[src/rtl/regfile_pkg.sv]
// Shared constants and byte-lane merge helper for the register file.
// Used by both the storage write path and the optional read bypass.
package regfile_pkg;

    localparam int BYTE_W = 8;
    localparam int MAX_W  = 256;
    localparam int MAX_BE = MAX_W / BYTE_W;

    // Take new bytes where the enable is set, keep the old bytes elsewhere.
    // Callers zero-extend their operands to MAX_W and truncate the result.
    function automatic logic [MAX_W-1:0] byte_merge(
        input logic [MAX_W-1:0]  old_v,
        input logic [MAX_W-1:0]  new_v,
        input logic [MAX_BE-1:0] be
    );
        logic [MAX_W-1:0] res;
        res = old_v;
        for (int i = 0; i < MAX_BE; i++) begin
            if (be[i]) begin
                res[i*BYTE_W +: BYTE_W] = new_v[i*BYTE_W +: BYTE_W];
            end
        end
        return res;
    endfunction

endpackage

[src/rtl/register_nbit.sv]
// One WIDTH-bit register: synchronous active-high reset, write enable,
// and per-byte enables.
module register_nbit
    import regfile_pkg::*;
#(
    parameter int WIDTH = 32
) (
    input  logic               clk,
    input  logic               reset,
    input  logic               we,
    input  logic [WIDTH/8-1:0] be,
    input  logic [WIDTH-1:0]   d,
    output logic [WIDTH-1:0]   q
);

    logic [WIDTH-1:0] data_q;
    logic [WIDTH-1:0] data_d;

    // Next value: merged bytes on a write, otherwise hold.
    always_comb begin
        data_d = data_q;
        if (we) begin
            data_d = WIDTH'(byte_merge(MAX_W'(data_q), MAX_W'(d),
                                       MAX_BE'(be)));
        end
    end

    // State register with synchronous clear.
    always_ff @(posedge clk) begin
        if (reset) data_q <= '0;
        else       data_q <= data_d;
    end

    assign q = data_q;

endmodule

[src/rtl/regfile_nbit.sv]
// Register file with byte-enable writes and a busy scoreboard.
// Optional same-cycle write-to-read forwarding: define REGFILE_BYPASS_EN.
module regfile_nbit
    import regfile_pkg::*;
#(
    parameter int WIDTH    = 32,
    parameter int NUM_REGS = 16,
    parameter int ZERO_REG = 1,
    parameter int ADDR_W   = $clog2(NUM_REGS)
) (
    input  logic               clk,
    input  logic               reset,
    input  logic               regWrite,
    input  logic [ADDR_W-1:0]  wrAddr,
    input  logic [WIDTH-1:0]   wrData,
    input  logic [WIDTH/8-1:0] wrByteEn,
    input  logic               busySet,
    input  logic [ADDR_W-1:0]  busySetAddr,
    input  logic [ADDR_W-1:0]  rdAddrA,
    input  logic [ADDR_W-1:0]  rdAddrB,
    output logic [WIDTH-1:0]   rdDataA,
    output logic [WIDTH-1:0]   rdDataB,
    output logic               busyA,
    output logic               busyB
);

    logic [WIDTH-1:0]    entry [NUM_REGS];
    logic [NUM_REGS-1:0] busy_q;
    logic [NUM_REGS-1:0] busy_d;

    for (genvar i = 0; i < NUM_REGS; i++) begin : g_reg
        if (ZERO_REG != 0 && i == 0) begin : g_zero
            assign entry[i] = '0;
        end else begin : g_store
            register_nbit #(.WIDTH(WIDTH)) u_reg (
                .clk   (clk),
                .reset (reset),
                .we    (regWrite && wrAddr == ADDR_W'(i)),
                .be    (wrByteEn),
                .d     (wrData),
                .q     (entry[i])
            );
        end
    end

    // Scoreboard update: write clears, issue sets, set wins on a tie.
    always_comb begin
        busy_d = busy_q;
        if (regWrite) busy_d[wrAddr] = 1'b0;
        if (busySet)  busy_d[busySetAddr] = 1'b1;
        if (ZERO_REG != 0) busy_d[0] = 1'b0;
    end

    // Scoreboard register with synchronous clear.
    always_ff @(posedge clk) begin
        if (reset) busy_q <= '0;
        else       busy_q <= busy_d;
    end

`ifdef REGFILE_BYPASS_EN
    logic hit_a;
    logic hit_b;

    // Read muxes with forwarding of the in-flight write.
    always_comb begin
        hit_a = regWrite && wrAddr == rdAddrA &&
                !(ZERO_REG != 0 && rdAddrA == '0);
        hit_b = regWrite && wrAddr == rdAddrB &&
                !(ZERO_REG != 0 && rdAddrB == '0);
        rdDataA = entry[rdAddrA];
        rdDataB = entry[rdAddrB];
        busyA   = busy_q[rdAddrA];
        busyB   = busy_q[rdAddrB];
        if (hit_a) begin
            rdDataA = WIDTH'(byte_merge(MAX_W'(entry[rdAddrA]),
                                        MAX_W'(wrData),
                                        MAX_BE'(wrByteEn)));
            busyA   = busySet && busySetAddr == rdAddrA;
        end
        if (hit_b) begin
            rdDataB = WIDTH'(byte_merge(MAX_W'(entry[rdAddrB]),
                                        MAX_W'(wrData),
                                        MAX_BE'(wrByteEn)));
            busyB   = busySet && busySetAddr == rdAddrB;
        end
    end
`else
    // Plain read muxes showing the stored state.
    always_comb begin
        rdDataA = entry[rdAddrA];
        rdDataB = entry[rdAddrB];
        busyA   = busy_q[rdAddrA];
        busyB   = busy_q[rdAddrB];
    end
`endif

endmodule

[config.mk]
export PLATFORM = sky130hd
export DESIGN_NAME = regfile_nbit
export DESIGN_NICKNAME = d
export VERILOG_FILES = /design/src/rtl/regfile_pkg.sv /design/src/rtl/register_nbit.sv /design/src/rtl/regfile_nbit.sv
export SDC_FILE = /design/constraint.sdc
export NUM_CORES = 1
export LEC_CHECK = 0
export CORE_MARGIN = 3
export CORE_UTILIZATION = 50
export DETAILED_ROUTE_END_ITERATION = 7
export PLACE_DENSITY_LB_ADDON = 0.08
export SETUP_SLACK_MARGIN = 0.05
export SLEW_MARGIN = 5
export SYNTH_ARGS = -nofsm -noshare
export SYNTH_HDL_FRONTEND = slang
export SYNTH_HIERARCHICAL = 1
export SYNTH_SLANG_ARGS = --single-unit
[constraint.sdc]
create_clock -name clk -period 2.2 [get_ports clk]
set_input_delay 0.22 -clock clk [delete_from_list [all_inputs] [get_ports clk]]
set_output_delay 0.22 -clock clk [all_outputs]
set_load 0.01 [all_outputs]
==> flow_metrics.py <==
metrics = {
    "status": {
        "status": "complete, but fails checks",
        "violations": "negative setup slack",
    },
    "floorplanning": {
        "core_um2": 60580,
        "die_w_um": 253.9,
        "ios": 122,
        "rows": 90,
        "die_area_um2": 64480,
        "die_h_um": 253.9,
        "start_util_pct": 50.73,
    },
    "logic_synthesis": {
        "synth_top_area_share_pct": 32.24,
        "yosysSeqAreaShare_pct": 32.24,
        "synth-seq-cells": 495,
        "yosysWarningCount": 6,
        "yosysUniqueCellTypes": 38,
        "syn_avg_cell_area_um2": 10.40,
        "yosysTopAreaCell": "dfxtp_1",
        "yosysMostFrequentCell": "nand3_1",
        "synth_edf_count": 0,
        "ys.flop_type": "dfxtp_1",
        "synth_cells": 2956,
        "synth.top_cells.by_count": "nand3_1, dfxtp_1, a21oi_1",
        "syn_nets": 3012,
        "async_flop_share_pct": 0,
        "synth.top_cells.by_area": "dfxtp_1, mux4_2, a21bo_1",
        "synthesis.area_um2": 30730,
    },
    "power": {
        "power_frac_comb_pct": 12.6,
        "p_leak_uw": 0.01259,
        "swShare_pct": 26.49,
        "max-vdd-ir-drop_mv": 0.5091,
        "clockPowerShare_pct": 44.7,
        "seqPwrFrac_pct": 42.7,
        "p_switching_uw": 5637,
        "intPower_uw": 15640,
        "power.total_uw": 21280,
        "power_density_nw_per_um2": 595.0,
    },
    "grt": {
        "grt_overflow": 0,
        "first_global_vias": 24880,
        "grt_pass1_wl_um": 156400,
        "antenna_found_initial": 10,
        "grt_max_degree": 103,
        "grt.total_usage_pct": 31.30,
    },
    "routing": {
        "totalWireLength_um": 102200,
        "antenna_left": 0,
        "wl_per_cell_um": 26.49,
        "drcViolationCount": 0,
        "vias": 25570,
        "drt_iter0_drc": 2676,
        "first_pass_iters": 7,
        "vias_per_cell": 6.626,
    },
    "timing": {
        "finalCriticalPeriod_ps": 2423,
        "slew_headroom_pct": 47.78,
        "fmaxAchievable_ghz": 0.4127,
        "fin_ws_ps": -223.2,
        "fin_crit_sh_pct": 110.1,
        "finClkSkew_ps": 0,
        "slew_violations": 0,
        "tightest_slew_ps": 780.8,
        "hold_violations": 0,
        "setup_viol": 44,
        "fin_tns_setup_ps": -4176,
        "rsz0062_at_grt": "yes",
    },
    "hold_path": {
        "min_to": "g_reg[5].g_store.u_reg/q[23]",
        "hold_depth": 3,
        "min_path_type": "input pin to register",
        "hp-start": "wrByteEn[2]",
    },
    "finish": {
        "nets": 3090,
        "final_cells": 3859,
        "drive_above_1_share_pct": 36.60,
        "syn_to_final_growth_pct": 16.37,
    },
    "critical_path": {
        "end_kind": "output pin",
        "cp-start-kind": "register",
        "crit_buf_inv": 1,
        "rrSetupSlack_ps": 1330,
        "crit_top_cell": "mux4_2",
        "r2r-end": "g_reg[15].g_store.u_reg/q[10]",
        "critPathKind": "register to output pin",
        "critPathMaxFanout": 3,
        "cp_slowest_stage_delay_ps": 620,
        "reg2reg_depth": 3,
        "path_cells": "mux4_2, mux4_2, buf_6",
        "cp_slowest_cell": "mux4_2",
        "cp.arrival_ps": 2200,
        "worstReg2RegStart": "g_reg[15].g_store.u_reg/q[10]",
        "required_ps": 1980,
        "crit_family": "multiplexers",
    },
    "clock_network": {
        "cts_root_buf": "clkbuf_16",
        "cts_tree": "done",
        "cts_sinks": 495,
        "path_clk_slew_ps": 60,
        "numCtsBuffers": 56,
        "clockBufferDepth": 3,
        "clock_latency_ps": 610,
        "htreeDepth": 2,
    },
    "placed_design": {
        "io_buffers": 121,
        "dp_hpwl_um": 66000,
        "dp_cells": 3751,
        "globalplace.congestion": 0.8687,
    },
    "job": {
        "cap_violations": 0,
    },
}
## power by group through the flow
stage	sequential [µW]	combinational (µW)	clock [µW]
3_3_place_gp	9280	2550	0
6_report	9090	2670	9520
3_5_place_dp	9280	2580	0
4_1_cts	9090	2600	9660
2_1_floorplan	9260	1510	0
5_1_grt	9090	2810	10000
## worst max-delay path by stage
stage                                  start           to  slack [ps]  depth (start not counted)
2_1_floorplan                     rdAddrA[1]  rdDataA[23]         240                          5
3_3_place_gp                      rdAddrA[0]  rdDataA[10]        -380                          5
3_5_place_dp                      rdAddrA[0]  rdDataA[10]        -400                          5
4_1_cts         g_reg[7].g_store.u_reg/q[31]  rdDataA[31]        -240                          3
5_1_grt        g_reg[11].g_store.u_reg/q[31]  rdDataA[31]        -240                          3
6_report       g_reg[14].g_store.u_reg/q[31]  rdDataA[31]        -220                          3
## sequential cells by signal, indices dropped and copies added (netlist names)
register / count
g.g_store.u_reg/q: 480
busy_q: 15
## placed cells by master, fill, tap and decap left out, types with 12 or more instances in the layout
cell and instances:
a21bo_1 390, a21bo_2 90, a21oi_1 404, a21oi_2 100
a221o_1 12, a221oi_2 27, a22o_1 33, a31oi_1 14
buf_12 98, buf_2 24, buf_4 174, buf_6 49
clkbuf_16 57, clkbuf_8 16, clkdlybuf4s50_1 42, dfxtp_1 356
dfxtp_2 139, inv_1 21, mux2_1 24, mux2_2 78
mux2i_1 24, mux4_2 196, nand2_1 27, nand3_1 497
nor2_1 21, o211ai_1 12, o221ai_2 17, o22a_1 19
## cell families after synthesis
group                  share of synthesized area [%]
buffers and inverters                          9.796
DFF                                            32.24
muxes                                          19.25
AOI/OAI and AO/OA                              29.39
and+or+nand+nor                                9.323
## routing by layer
layer,track usage [%],part of all wire [%],vias to the layer above
li1,-,-,11390
met1,45.05,44,13020
met2,48.01,45,957
met3,4.892,7.5,194
met4,10.81,3.1,6
met5,0,0.041,-
## layout make-up
type	count	area (µm²)
antenna	3	7.507
tap	782	978.4
sequential	495	10080
clock inverter	15	152.6
clock buffer	83	1674
fill	5071	24820
inverter	23	86.33
multi-input combinational	2065	18350
timing repair buffer	393	4434
## worst reg2reg max path: stages, from the launching register on
cell     delay, ps
dfxtp_1        340
buf_4          120
a21bo_1        190
a21oi_1        150
## per-stage QoR
stage | hold WS (ps) | area [µm²] | util, % | setup WS [ps]
2_1_floorplan | 289.1 | 30730 | - | 235.9
3_3_place_gp | 471.6 | 33320 | 55.00 | -377.6
3_5_place_dp | 476.2 | 33320 | 55.00 | -399.1
4_1_cts | 18.96 | 35490 | 58.58 | -235.1
5_1_grt | 70.69 | 35750 | 59.02 | -237.3
6_report | 63.74 | 35760 | 59.03 | -223.2
## repair_timing
item,in CTS,in global routing
endpoints found under the setup margin,66,63
buffers inserted,2,4
hold buffers,1,0
pin swaps,38,27
gates resized for setup,443,106
hold endpoints to repair,7,0
Power figures use the tool's default switching activity.
